`src/rtl/alu_seq_pkg.sv`:
```
// alu_seq_pkg
// Shared definitions for the ALU op sequencer: opcode encodings, the FSM
// state type, the default opcode width and small decode helpers.
// Opcodes 0-7 are legal; any code with a bit set above bit 2 is illegal.
package alu_seq_pkg;

  localparam int OPC_W = 4;

  localparam logic [2:0] OP_NOP  = 3'd0;
  localparam logic [2:0] OP_ADD  = 3'd1;
  localparam logic [2:0] OP_SUB  = 3'd2;
  localparam logic [2:0] OP_NEG  = 3'd3;
  localparam logic [2:0] OP_INC  = 3'd4;
  localparam logic [2:0] OP_BRZ  = 3'd5;
  localparam logic [2:0] OP_BRN  = 3'd6;
  localparam logic [2:0] OP_CLRF = 3'd7;

  typedef enum logic [2:0] {
    IDLE,
    DRIVE,
    CAPTURE,
    RESOLVE,
    FINISH
  } state_t;

  // True for the four opcodes that actually exercise the ALU datapath.
  function automatic logic is_alu_op(input logic [2:0] code);
    return (code == OP_ADD) || (code == OP_SUB) ||
           (code == OP_NEG) || (code == OP_INC);
  endfunction

  // One-hot control vector ordered {add, inc, neg, sub}; zero for non-ALU codes.
  function automatic logic [3:0] ctl_onehot(input logic [2:0] code);
    logic [3:0] ctl;
    ctl = 4'b0000;
    case (code)
      OP_ADD:  ctl = 4'b1000;
      OP_INC:  ctl = 4'b0100;
      OP_NEG:  ctl = 4'b0010;
      OP_SUB:  ctl = 4'b0001;
      default: ctl = 4'b0000;
    endcase
    return ctl;
  endfunction

endpackage

```
`src/rtl/alu_op_sequencer_if.sv`:
```
// alu_op_sequencer_if
// Bundles the opcode handshake, the ALU control/flag lines and the status
// outputs of the sequencer.
//   master : the sequencer side (drives op_ready, alu_*, flags, status)
//   slave  : the opcode source / ALU side (drives op_valid, opcode, alu_z, alu_n)
interface alu_op_sequencer_if #(
  parameter int OPC_W = alu_seq_pkg::OPC_W
);

  logic             op_valid;
  logic             op_ready;
  logic [OPC_W-1:0] opcode;
  logic             alu_add;
  logic             alu_inc;
  logic             alu_neg;
  logic             alu_sub;
  logic             alu_z;
  logic             alu_n;
  logic             flag_z;
  logic             flag_n;
  logic             branch_taken;
  logic             done;
  logic             err;
  logic [15:0]      op_count;

  modport master (
    input  op_valid, opcode, alu_z, alu_n,
    output op_ready, alu_add, alu_inc, alu_neg, alu_sub,
           flag_z, flag_n, branch_taken, done, err, op_count
  );

  modport slave (
    output op_valid, opcode, alu_z, alu_n,
    input  op_ready, alu_add, alu_inc, alu_neg, alu_sub,
           flag_z, flag_n, branch_taken, done, err, op_count
  );

endinterface

```
`src/rtl/alu_seq_flag_reg.sv`:
```
// alu_seq_flag_reg
// Latched Z/N flag pair for the ALU sequencer.
//   clk, rst_n      : clock and asynchronous active-low reset
//   i_capture       : load i_z/i_n at the end of this cycle
//   i_clear         : clear both flags at the end of this cycle (wins over capture)
//   i_z, i_n        : combinational ALU zero/negative flags
//   o_flag_z/o_flag_n : registered flags
module alu_seq_flag_reg (
  input  logic clk,
  input  logic rst_n,
  input  logic i_capture,
  input  logic i_clear,
  input  logic i_z,
  input  logic i_n,
  output logic o_flag_z,
  output logic o_flag_n
);

  logic r_flagZ;
  logic r_flagN;

  // Flags only move on an explicit capture or clear so that a branch issued
  // right after an ALU op observes exactly that op's result.
  always_ff @(posedge clk or negedge rst_n) begin
    if (!rst_n) begin
      r_flagZ <= 1'b0;
      r_flagN <= 1'b0;
    end else if (i_clear) begin
      r_flagZ <= 1'b0;
      r_flagN <= 1'b0;
    end else if (i_capture) begin
      r_flagZ <= i_z;
      r_flagN <= i_n;
    end
  end

  assign o_flag_z = r_flagZ;
  assign o_flag_n = r_flagN;

endmodule

```
`src/rtl/alu_op_sequencer.sv`:
```
// alu_op_sequencer
// Multi-cycle control sequencer for the ripple-carry ALU. Accepts opcodes on
// a valid/ready handshake, drives one-hot ALU controls for SETTLE_CYCLES+1
// cycles, captures Z/N after the adder settles and resolves BRZ/BRN against
// the latched flags.
//   clk, rst_n : clock and asynchronous active-low reset
//   bus        : alu_op_sequencer_if.master (handshake, ALU controls, flags, status)
// Parameters: SETTLE_CYCLES (1..15), OPC_W (>= 4).
// Optional: define ALU_SEQ_PERF_CNT_EN to enable the completed-ALU-op counter
// on op_count; otherwise op_count is tied to zero.
module alu_op_sequencer #(
  parameter int SETTLE_CYCLES = 2,
  parameter int OPC_W = 4
) (
  input  logic clk,
  input  logic rst_n,
  alu_op_sequencer_if.master bus
);

  import alu_seq_pkg::*;

  localparam logic [3:0] SETTLE_LOAD = 4'(SETTLE_CYCLES - 1);

  state_t     r_state;
  state_t     w_stateNext;
  logic [2:0] r_code;
  logic [2:0] w_codeNext;
  logic       r_illegal;
  logic       w_illegalNext;
  logic [3:0] r_ctl;
  logic [3:0] w_ctlNext;
  logic [3:0] r_settle;
  logic [3:0] w_settleNext;
  logic       r_taken;
  logic       w_takenNext;
  logic       r_err;
  logic       w_errNext;
  logic       w_flagCapture;
  logic       w_flagClear;
  logic       w_flagZ;
  logic       w_flagN;
  logic       w_inLegal;
  logic [2:0] w_inCode;

  assign w_inLegal = (bus.opcode[OPC_W-1:3] == '0);
  assign w_inCode  = bus.opcode[2:0];

  // State and datapath registers. The control lines are held in flops so
  // they are glitch-free and drop immediately when rst_n falls.
  always_ff @(posedge clk or negedge rst_n) begin
    if (!rst_n) begin
      r_state   <= IDLE;
      r_code    <= OP_NOP;
      r_illegal <= 1'b0;
      r_ctl     <= 4'b0000;
      r_settle  <= 4'd0;
      r_taken   <= 1'b0;
      r_err     <= 1'b0;
    end else begin
      r_state   <= w_stateNext;
      r_code    <= w_codeNext;
      r_illegal <= w_illegalNext;
      r_ctl     <= w_ctlNext;
      r_settle  <= w_settleNext;
      r_taken   <= w_takenNext;
      r_err     <= w_errNext;
    end
  end

  // Next-state and next-register logic. taken/err default to zero so they
  // are set while leaving RESOLVE and fall again as FINISH ends.
  always_comb begin
    w_stateNext   = r_state;
    w_codeNext    = r_code;
    w_illegalNext = r_illegal;
    w_ctlNext     = r_ctl;
    w_settleNext  = r_settle;
    w_takenNext   = 1'b0;
    w_errNext     = 1'b0;
    w_flagCapture = 1'b0;
    w_flagClear   = 1'b0;
    case (r_state)
      IDLE: begin
        if (bus.op_valid) begin
          w_codeNext    = w_inCode;
          w_illegalNext = !w_inLegal;
          if (w_inLegal && is_alu_op(w_inCode)) begin
            w_ctlNext    = ctl_onehot(w_inCode);
            w_settleNext = SETTLE_LOAD;
            w_stateNext  = DRIVE;
          end else begin
            w_stateNext  = RESOLVE;
          end
        end
      end
      DRIVE: begin
        if (r_settle == 4'd0) begin
          w_stateNext = CAPTURE;
        end else begin
          w_settleNext = r_settle - 4'd1;
        end
      end
      CAPTURE: begin
        w_flagCapture = 1'b1;
        w_ctlNext     = 4'b0000;
        w_stateNext   = FINISH;
      end
      RESOLVE: begin
        if (r_illegal) begin
          w_errNext = 1'b1;
        end else begin
          case (r_code)
            OP_BRZ:  w_takenNext = w_flagZ;
            OP_BRN:  w_takenNext = w_flagN;
            OP_CLRF: w_flagClear = 1'b1;
            default: w_takenNext = 1'b0;
          endcase
        end
        w_stateNext = FINISH;
      end
      FINISH: begin
        w_stateNext = IDLE;
      end
      default: begin
        w_ctlNext   = 4'b0000;
        w_stateNext = IDLE;
      end
    endcase
  end

  alu_seq_flag_reg u_flagReg (
    .clk       (clk),
    .rst_n     (rst_n),
    .i_capture (w_flagCapture),
    .i_clear   (w_flagClear),
    .i_z       (bus.alu_z),
    .i_n       (bus.alu_n),
    .o_flag_z  (w_flagZ),
    .o_flag_n  (w_flagN)
  );

  assign bus.op_ready     = (r_state == IDLE);
  assign bus.alu_add      = r_ctl[3];
  assign bus.alu_inc      = r_ctl[2];
  assign bus.alu_neg      = r_ctl[1];
  assign bus.alu_sub      = r_ctl[0];
  assign bus.flag_z       = w_flagZ;
  assign bus.flag_n       = w_flagN;
  assign bus.done         = (r_state == FINISH);
  assign bus.branch_taken = r_taken;
  assign bus.err          = r_err;

`ifdef ALU_SEQ_PERF_CNT_EN
  logic [15:0] r_opCount;

  // Completed-ALU-op counter; bumps once per FINISH of a legal ALU opcode
  // and wraps naturally at 16 bits.
  always_ff @(posedge clk or negedge rst_n) begin
    if (!rst_n) begin
      r_opCount <= 16'd0;
    end else if ((r_state == FINISH) && !r_illegal && is_alu_op(r_code)) begin
      r_opCount <= r_opCount + 16'd1;
    end
  end

  assign bus.op_count = r_opCount;
`else
  assign bus.op_count = 16'd0;
`endif

endmodule

```
`src/flat_wrapper.sv`:
```
// flat-port wrapper written by rule: the top's interface ports become plain ports
module alu_op_sequencer_flat import alu_seq_pkg::*;
#(
  parameter int SETTLE_CYCLES = 2,
  parameter int OPC_W = 4
)
  (clk, rst_n, bus_op_valid, bus_opcode, bus_alu_z, bus_alu_n, bus_op_ready, bus_alu_add, bus_alu_inc, bus_alu_neg, bus_alu_sub, bus_flag_z, bus_flag_n, bus_branch_taken, bus_done, bus_err, bus_op_count);
  alu_op_sequencer_if #(.OPC_W(OPC_W)) bus_i ();
  input  logic clk;
  input  logic rst_n;
  input wire logic [$bits(bus_i.op_valid)-1:0] bus_op_valid;
  input wire logic [$bits(bus_i.opcode)-1:0] bus_opcode;
  input wire logic [$bits(bus_i.alu_z)-1:0] bus_alu_z;
  input wire logic [$bits(bus_i.alu_n)-1:0] bus_alu_n;
  output wire logic [$bits(bus_i.op_ready)-1:0] bus_op_ready;
  output wire logic [$bits(bus_i.alu_add)-1:0] bus_alu_add;
  output wire logic [$bits(bus_i.alu_inc)-1:0] bus_alu_inc;
  output wire logic [$bits(bus_i.alu_neg)-1:0] bus_alu_neg;
  output wire logic [$bits(bus_i.alu_sub)-1:0] bus_alu_sub;
  output wire logic [$bits(bus_i.flag_z)-1:0] bus_flag_z;
  output wire logic [$bits(bus_i.flag_n)-1:0] bus_flag_n;
  output wire logic [$bits(bus_i.branch_taken)-1:0] bus_branch_taken;
  output wire logic [$bits(bus_i.done)-1:0] bus_done;
  output wire logic [$bits(bus_i.err)-1:0] bus_err;
  output wire logic [$bits(bus_i.op_count)-1:0] bus_op_count;
  assign bus_i.op_valid = bus_op_valid;
  assign bus_i.opcode = bus_opcode;
  assign bus_i.alu_z = bus_alu_z;
  assign bus_i.alu_n = bus_alu_n;
  assign bus_op_ready = bus_i.op_ready;
  assign bus_alu_add = bus_i.alu_add;
  assign bus_alu_inc = bus_i.alu_inc;
  assign bus_alu_neg = bus_i.alu_neg;
  assign bus_alu_sub = bus_i.alu_sub;
  assign bus_flag_z = bus_i.flag_z;
  assign bus_flag_n = bus_i.flag_n;
  assign bus_branch_taken = bus_i.branch_taken;
  assign bus_done = bus_i.done;
  assign bus_err = bus_i.err;
  assign bus_op_count = bus_i.op_count;
  alu_op_sequencer #(.SETTLE_CYCLES(SETTLE_CYCLES), .OPC_W(OPC_W)) u_core (.clk(clk), .rst_n(rst_n), .bus(bus_i));
endmodule
```
`config.mk`:
```
export PLATFORM = sky130hd
export DESIGN_NAME = alu_op_sequencer_flat
export DESIGN_NICKNAME = d
export VERILOG_FILES = /design/src/rtl/alu_seq_pkg.sv /design/src/rtl/alu_op_sequencer_if.sv /design/src/rtl/alu_seq_flag_reg.sv /design/src/rtl/alu_op_sequencer.sv /design/src/flat_wrapper.sv
export SDC_FILE = /design/constraint.sdc
export NUM_CORES = 1
export LEC_CHECK = 0
export ABC_CLOCK_PERIOD_IN_PS = 3570
export BUFFER_PORTS_ARGS = -buffer_cell sky130_fd_sc_hd__buf_2
export CAP_MARGIN = 20
export CORE_MARGIN = 2
export CORE_UTILIZATION = 42
export DETAILED_ROUTE_END_ITERATION = 7
export HOLD_SLACK_MARGIN = 0.1
export PLACE_DENSITY = 0.78
export REMOVE_ABC_BUFFERS = 1
export SYNTH_ARGS = -nofsm -noshare
export SYNTH_HDL_FRONTEND = slang
export SYNTH_SLANG_ARGS = --single-unit
```
`constraint.sdc`:
```
create_clock -name clk -period 3.57 [get_ports clk]
set_input_delay 0.1785 -clock clk [delete_from_list [all_inputs] [get_ports clk]]
set_output_delay 0.1785 -clock clk [all_outputs]
set_load 0.05 [all_outputs]
```
==> summary.md, run 1 <==
| Metric | Value |
|---|---|
| Drt via density | 4.88 |
| Fillers | 211 |
| Ports | 35 |
| Final wirelength | 1860 um |
| Multi-input gate area | 513 sq um |
| Area Growth Syn to Fin | 10.4% |
| Clk network pwr share | 11.6% |
| Worst setup SP type | flip-flop |
| Worst Clk Skew | 0.00402 ns |
| Synth unique cells | 38 |
| GR Util met2 | 22.8% |
| Clk_lat worst skew | 0.30 ns |
| Met1 Track Usage GR | between 10% and 20% |
| Via count | around 760 |
| Unrepaired setup endpoints after global routing | false |
| DR WL/cell | 11.9 um |
| Power density relative to cell area | 832 mW/mm^2 |
| FP Rows | 18 |
| Residual DRC count | 0 |
| Final #Nets | 137 |
| Core area | 0.00245 sq mm |
| Mapped cell area | 0.00109 sq mm |
| LEAKAGE | about 0.58 nW |
| Pin count of the biggest net entering global routing | 20 |
| Setup TNS | 0 ns |
| Mean Syn Cell Area | 10.5 sq um |
| CP Max Fanout | 7 |
| Worst hold-check path type | primary input to flip-flop |
| Gr busiest metal | met2 |
| # diodes | 0 |
| Register area share after synthesis | 43.8% |
| Yosys top cell by area | dfrtp_1 |
| Final Wtd Congestion | 0.746 |
| Antenna violations before repair | 0 |
| 1st-pass router iterations | 4 |
| CTS Buf Count | 3 |
| Crit path capture type | output pin |
| Worst vdd rail ir drop | 0.463 mV |
| Internal | 0.000513 W |
| NetSw | between 0.0004 and 0.0005 W |
| Port Buffers | 18 |
| Share of the synthesized area in the top cell type | 43.8% |
| Hold_ws | 0.128 ns |
| Synth area leaders | dfrtp_1, buf_4, mux2_2 |
| Clock buffer depth | 2 |
| Vias in the first global route | 714 |
| Min cycle time layout | 1.63 ns |
| HPWL after DPL | 1430 um |
| Number of setup buffers added after CTS | 0 |
| Setup violators final | 0 |
| Final Cycle Share | 45.8% |
| Achievable clock frequency | 0.612 GHz |
| Arrival @ worst endpoint | 1.46 ns |
| Sequential Power Share | roughly 38% |
| Fin. Hold Viols | 0 |
| Clk slew on worst S/H paths | 0.12 ns |
| Max cap viols | 0 |
| Gr usage total | between 10% and 20% |
| Register area | around 480 sq um |
| GR Overflow Total | 0 |
| Sw Ratio | 48.6% |
| Clk sink count | 19 |
| DRT antenna net count | 0 |
| CTS tree | yes |
| Logic gate share of total power | 50.5% |
| H-tree levels | 1 |
| Initial Utilization | 44.2% |
| Synth Instances | 103 |
| Synth warn | 0 |
| Seq cells post-synth | 19 |
| Clock Tree Root | clkbuf_4 |
| Die H | 54.9 um |
| First-pass GRT wire length | around 3100 um |
| Number of DRC markers in iteration 0 | 8 |
| Status | finished, final reports clean |
| Max Transition Viols Final | 0 |
| Critical path required time | 3.39 ns |
| Die W | 54.9 um |
| Critical path class | flip-flop to output pin |
| Die area | 0.00301 sq mm |
| Share of layout cells above drive strength 1 | between 20% and 30% |
| Met3 GRT Util | 2.73% |
placed cells by master, fill, tap and decap left out, types with 2 or more instances in the layout:
| master | netlist | final |
|---|---|---|
| mux2i_1 | 2 | 2 |
| dfrtp_1 | 19 | 19 |
| o21ai_0 | 4 | 4 |
| nand2b_1 | 3 | 3 |
| a21oi_1 | 3 | 3 |
| or2_2 | 2 | 2 |
| conb_1 | 1 | 16 |
| clkbuf_4 | 0 | 3 |
| inv_1 | 6 | 6 |
| mux2_2 | 4 | 4 |
| nand2_1 | 7 | 7 |
| nand3b_1 | 2 | 2 |
| nor2b_1 | 2 | 2 |
| dlygate4sd3_1 | 0 | 3 |
| nand4b_1 | 2 | 2 |
| buf_2 | 0 | 18 |
| o2bb2ai_1 | 3 | 3 |
| nor2_1 | 5 | 5 |
synth_stat cells:
cell type and number:
conb_1 1, mux2i_1 2, nor3b_1 1, a21oi_2 1
buf_4 16, nand2b_1 3, o31a_1 1, nor2b_1 2
ha_1 1, o22ai_1 1, o31ai_1 1, a21oi_4 1
nor4_4 1, nand3b_1 2, o211ai_2 1, and2b_1 1
buf_6 1, nand3_1 1, and3_1 1, nand4b_1 2
or2_2 2, o2bb2ai_1 3, mux2_2 4, nor2_1 5
nor3_4 1, dfrtp_1 19, a21oi_1 3, and2_1 1
or4b_4 1, or3b_4 1, a22o_1 1, nor4_1 1
nand2_1 7, o21ai_0 4, a31oi_1 1, or2b_1 1
o21ai_2 1, inv_1 6
power by group through the flow:
stage,sequential (W),clock [W],combinational (W)
4_1_cts,0.000378,0.000116,0.000507
2_1_floorplan,0.000433,0,0.000345
6_report,0.000379,0.000115,0.000503
5_1_grt,0.000393,0.000126,0.000548
3_3_place_gp,0.000375,0,0.000492
3_5_place_dp,0.000383,0,0.000501
what timing repair did:
action	4_1_cts	5_1_grt
hold buffers	3	0
hold endpoints to repair	21	0
gates resized for setup	0	0
area by class of cell:
class	instances	area share [%]
Clock buffer	3	1.88
Clock inverter	1	0.626
Inverter	6	1.88
Multi-Input combinational cell	76	42.8
Sequential cell	19	39.7
Tap cell	30	3.13
Timing Repair Buffer	21	10.0
worst max-delay path: stages, from the launching register on:
cell and delay (ns):
dfrtp_1 0.48, nor3_4 0.34, buf_2 0.33
state kept, by name (all words and copies together), names as in the netlist:
signal and cells:
u_core.r_ctl 4, u_core.r_settle 4, u_core.r_code 3, u_core.r_state 3
u_core.bus.branch_taken 1, u_core.bus.err 1, u_core.r_illegal 1, u_core.u_flagReg.o_flag_n 1
u_core.u_flagReg.o_flag_z 1
layer usage:
layer / wire length [um] / vias to the layer above
met2: 848 / 23
met5: 0 / -
met3: 92 / 6
met1: 869 / 359
li1: - / 373
met4: 44 / 0
logic make-up after synthesis:
group,after synthesis,synth area share (%)
adder cells (fa/ha/maj),1,1.15
multiplexers,6,5.99
other,1,0.345
flip-flops,19,43.8
AO/OA/AOI/OAI,19,13.4
buffers and inverters,23,14.2
AND/OR/NAND/NOR,34,21.2
final timing paths:
kind | slack (ns) | end | start | cells past startpoint
max reg2reg | 2.03 | u_core.r_settle[1] | u_core.r_state[0] | 4
min | 0.13 | u_core.r_ctl[3] | bus_opcode[1] | 2
min in group asynchronous | 0.33 | u_core.u_flagReg.o_flag_n | rst_n | 2
max in group asynchronous | 2.94 | u_core.r_settle[3] | rst_n | 2
max | 1.94 | bus_op_ready | u_core.r_state[2] | 2
min reg2reg | 0.51 | u_core.r_ctl[0] | u_core.r_ctl[0] | 1
metrics by stage:
stage | power [W] | cell area, sq um | instances | worst slack (ns) | utilization [%]
after floorplan | 0.000778 | 1010 | 101 | 1.76 | -
after global placement | 0.000867 | 1140 | 149 | 2.08 | 46.4
after detailed placement | 0.000884 | 1140 | 149 | 2.05 | 46.4
after CTS | 0.00100 | 1200 | 156 | 1.93 | 48.8
after global routing | 0.00107 | 1200 | 156 | 1.84 | 48.8
final | 0.000997 | 1200 | 156 | 1.94 | 48.8
Power figures use the tool's default switching activity.
==> run 2: changes to the inputs <==
Settings changed: ABC_CLOCK_PERIOD_IN_PS 3570 to 1600.
Clock period 3.57 ns to 1.6 ns, I/O delays scaled along.
==> run 2 against run 1 <==
Compared with the run above: clock skew is 0.0033 ns lower; die area stayed put; wire length is 0.59% lower; largest cell class unchanged; highest routed layer unchanged.
==> summary.md, run 2 (same netlist as run 1, synthesis figures left out) <==
| Metric | Value |
|---|---|
| Status | finished, final reports clean |
| Unrepaired setup endpoints after global routing | false |
| Arrival @ worst endpoint | 1.72 ns |
| Commonest non-fill, non-tap cells in the layout | dfrtp_1, buf_2, conb_1 |
| Via count | around 800 |
| Placement Cell Area | 0.00116 sq mm |
| Initial Utilization | roughly 44% |
| Setup violators final | 0 |
| Antenna violations before repair | 0 |
| Critical path buffers and inverters | 2 |
| CP Max Fanout | 7 |
| Critical path class | primary input to flip-flop |
| HPWL after DPL | around 1400 um |
| Worst setup SP type | primary input |
| Residual DRC count | 0 |
| Ports | 35 |
| Clk sink count | 19 |
| Clock Tree Root | clkbuf_4 |
| Drt via density | between 4 and 5 |
| Worst path depth | 6 |
| Hold_ws | 0.116 ns |
| Crit path launch | bus_opcode[1] |
| Fin. Hold Viols | 0 |
| CTS Buf Count | 3 |
| Worst hold-check path type | primary input to flip-flop |
| FF-to-FF Start | u_core.r_state[2] |
| Clk_lat worst skew | 0.29 ns |
| Critical Path End | u_core.r_ctl[0] |
| CP max stage cell | or4b_4 |
| Share of layout cells above drive strength 1 | roughly 29% |
| LEAKAGE | 0.614 nW |
| Vias in the first global route | 732 |
| Worst vdd rail ir drop | 1.10 mV |
| Power density relative to cell area | 1790 mW/mm^2 |
| R2R Setup Slk | 0.07 ns |
| Post-route design area | 0.00126 sq mm |
| Achievable clock frequency | 0.646 GHz |
| Crit path largest cell delay | 0.57 ns |
| Fillers | between 200 and 250 |
| DR WL/cell | 11.3 um |
| Die area | 0.00301 sq mm |
| Number of DRC markers in iteration 0 | 7 |
| Max cap viols | 0 |
| CTS tree | yes |
| Largest regs | u_core.r_ctl: 4 flops, u_core.r_settle: 4 flops |
| DRT antenna net count | 0 |
| Core area | 0.00245 sq mm |
| Final Wtd Congestion | about 0.73 |
| Min cycle time layout | 1.55 ns |
| Gr usage total | between 15 and 20% |
| Clock buffer depth | 2 |
| Critical path required time | 1.77 ns |
| Setup TNS | 0 ns |
| Final Cycle Share | between 90% and 100% |
| FP Rows | 18 |
| # diodes | 0 |
| Max Transition Viols Final | 0 |
| R2R cell count | 4 |
| 1st-pass router iterations | 4 |
| Multi-input gate area | between 500 and 600 sq um |
| GR Overflow Total | 0 |
| First-pass GRT wire length | 3220 um |
| Crit path capture type | flip-flop |
| Pin count of the biggest net entering global routing | 20 |
| Clk slew on worst S/H paths | 0.11 ns |
| Port Buffers | 18 |
| Die H | about 55 um |
| Die W | 54.9 um |
| H-tree levels | 1 |
| Worst Clk Skew | 0.000741 ns |
| Area Growth Syn to Fin | 16.1% |
| Number of setup buffers added after CTS | 0 |
| Final wirelength | 1840 um |
| Critical path's top delay family | buffers and inverters |
| R2r endpoint | u_core.r_settle[1] |
| Commonest non-fill, non-tap cell in the layout | dfrtp_1 |
| Register area | between 400 and 500 sq um |
| Final #Nets | ~140 |
| Crit-path cells | dlygate4sd3_1 -> buf_2 -> or4b_4 -> o211ai_2 -> nand2b_1 -> o2bb2ai_1 |
-- run 2: cell types whose count changed in the layout (fill, tap and decap cells not counted) --
cell           change
dlygate4sd3_1      +4
buf_4              +3
buf_2              -1
clkbuf_4           +1
clkinv_2           +1
clkinvlp_4         -1
-- run 2: where the power goes --
group | switching, W | leakage, nW | internal [W]
sequential | 0.000170 | 0.243 | 0.000652
combinational | 0.000754 | 0.353 | 0.000451
clock | 0.000142 | 0.0177 | 0.0000928
-- run 2: timing repair --
| item | CTS | global route |
|---|---|---|
| hold buffers | 7 | 0 |
| hold endpoints to repair | 26 | 0 |
| resized for setup | 0 | 1 |
| endpoints found under the setup margin | 0 | 1 |
-- run 2: cell type report --
| cell class | instances | area share (%) |
|---|---|---|
| flip-flops and latches | 19 | 37.7 |
| multi-input cells | 76 | 40.7 |
| inverters | 6 | 1.79 |
| well taps | 30 | 2.98 |
| clock buffers | 3 | 1.79 |
| repair buffers | 28 | 14.7 |
| clock inverters | 1 | 0.397 |
-- run 2: how the worst min path moves through the flow --
stage                  from                       to  cells past startpoint
6_report       bus_op_valid        u_core.r_state[1]                      3
5_1_grt        bus_op_valid        u_core.r_state[1]                      3
4_1_cts        bus_op_valid        u_core.r_state[1]                      3
3_5_place_dp          rst_n         u_core.r_code[0]                      1
3_3_place_gp          rst_n         u_core.r_code[1]                      1
2_1_floorplan         rst_n  u_core.bus.branch_taken                      0
-- run 2: worst min-delay path, stage by stage --
cell and delay, ns:
buf_2 0.12, a31oi_1 0.12, nor4_1 0.05
-- run 2: through the flow --
stage / instances / worst slack [ns] / util, % / total power [W]
4_1_cts: 163 / 0.0609 / 51.3 / 0.00228
6_report: 163 / 0.0510 / 51.4 / 0.00226
5_1_grt: 163 / 0.00174 / 51.4 / 0.00245
2_1_floorplan: 101 / -0.111 / - / 0.00174
3_5_place_dp: 152 / 0.0839 / 47.3 / 0.00202
3_3_place_gp: 152 / 0.158 / 47.3 / 0.00198
-- run 2: metal layers --
layer,vias to the layer above,track usage (%),share of wire (%)
li1,385,-,-
met1,370,19.9,46
met2,23,24.8,47
met3,2,3.01,6.2
met4,0,6.25,0.70
met5,-,0,0
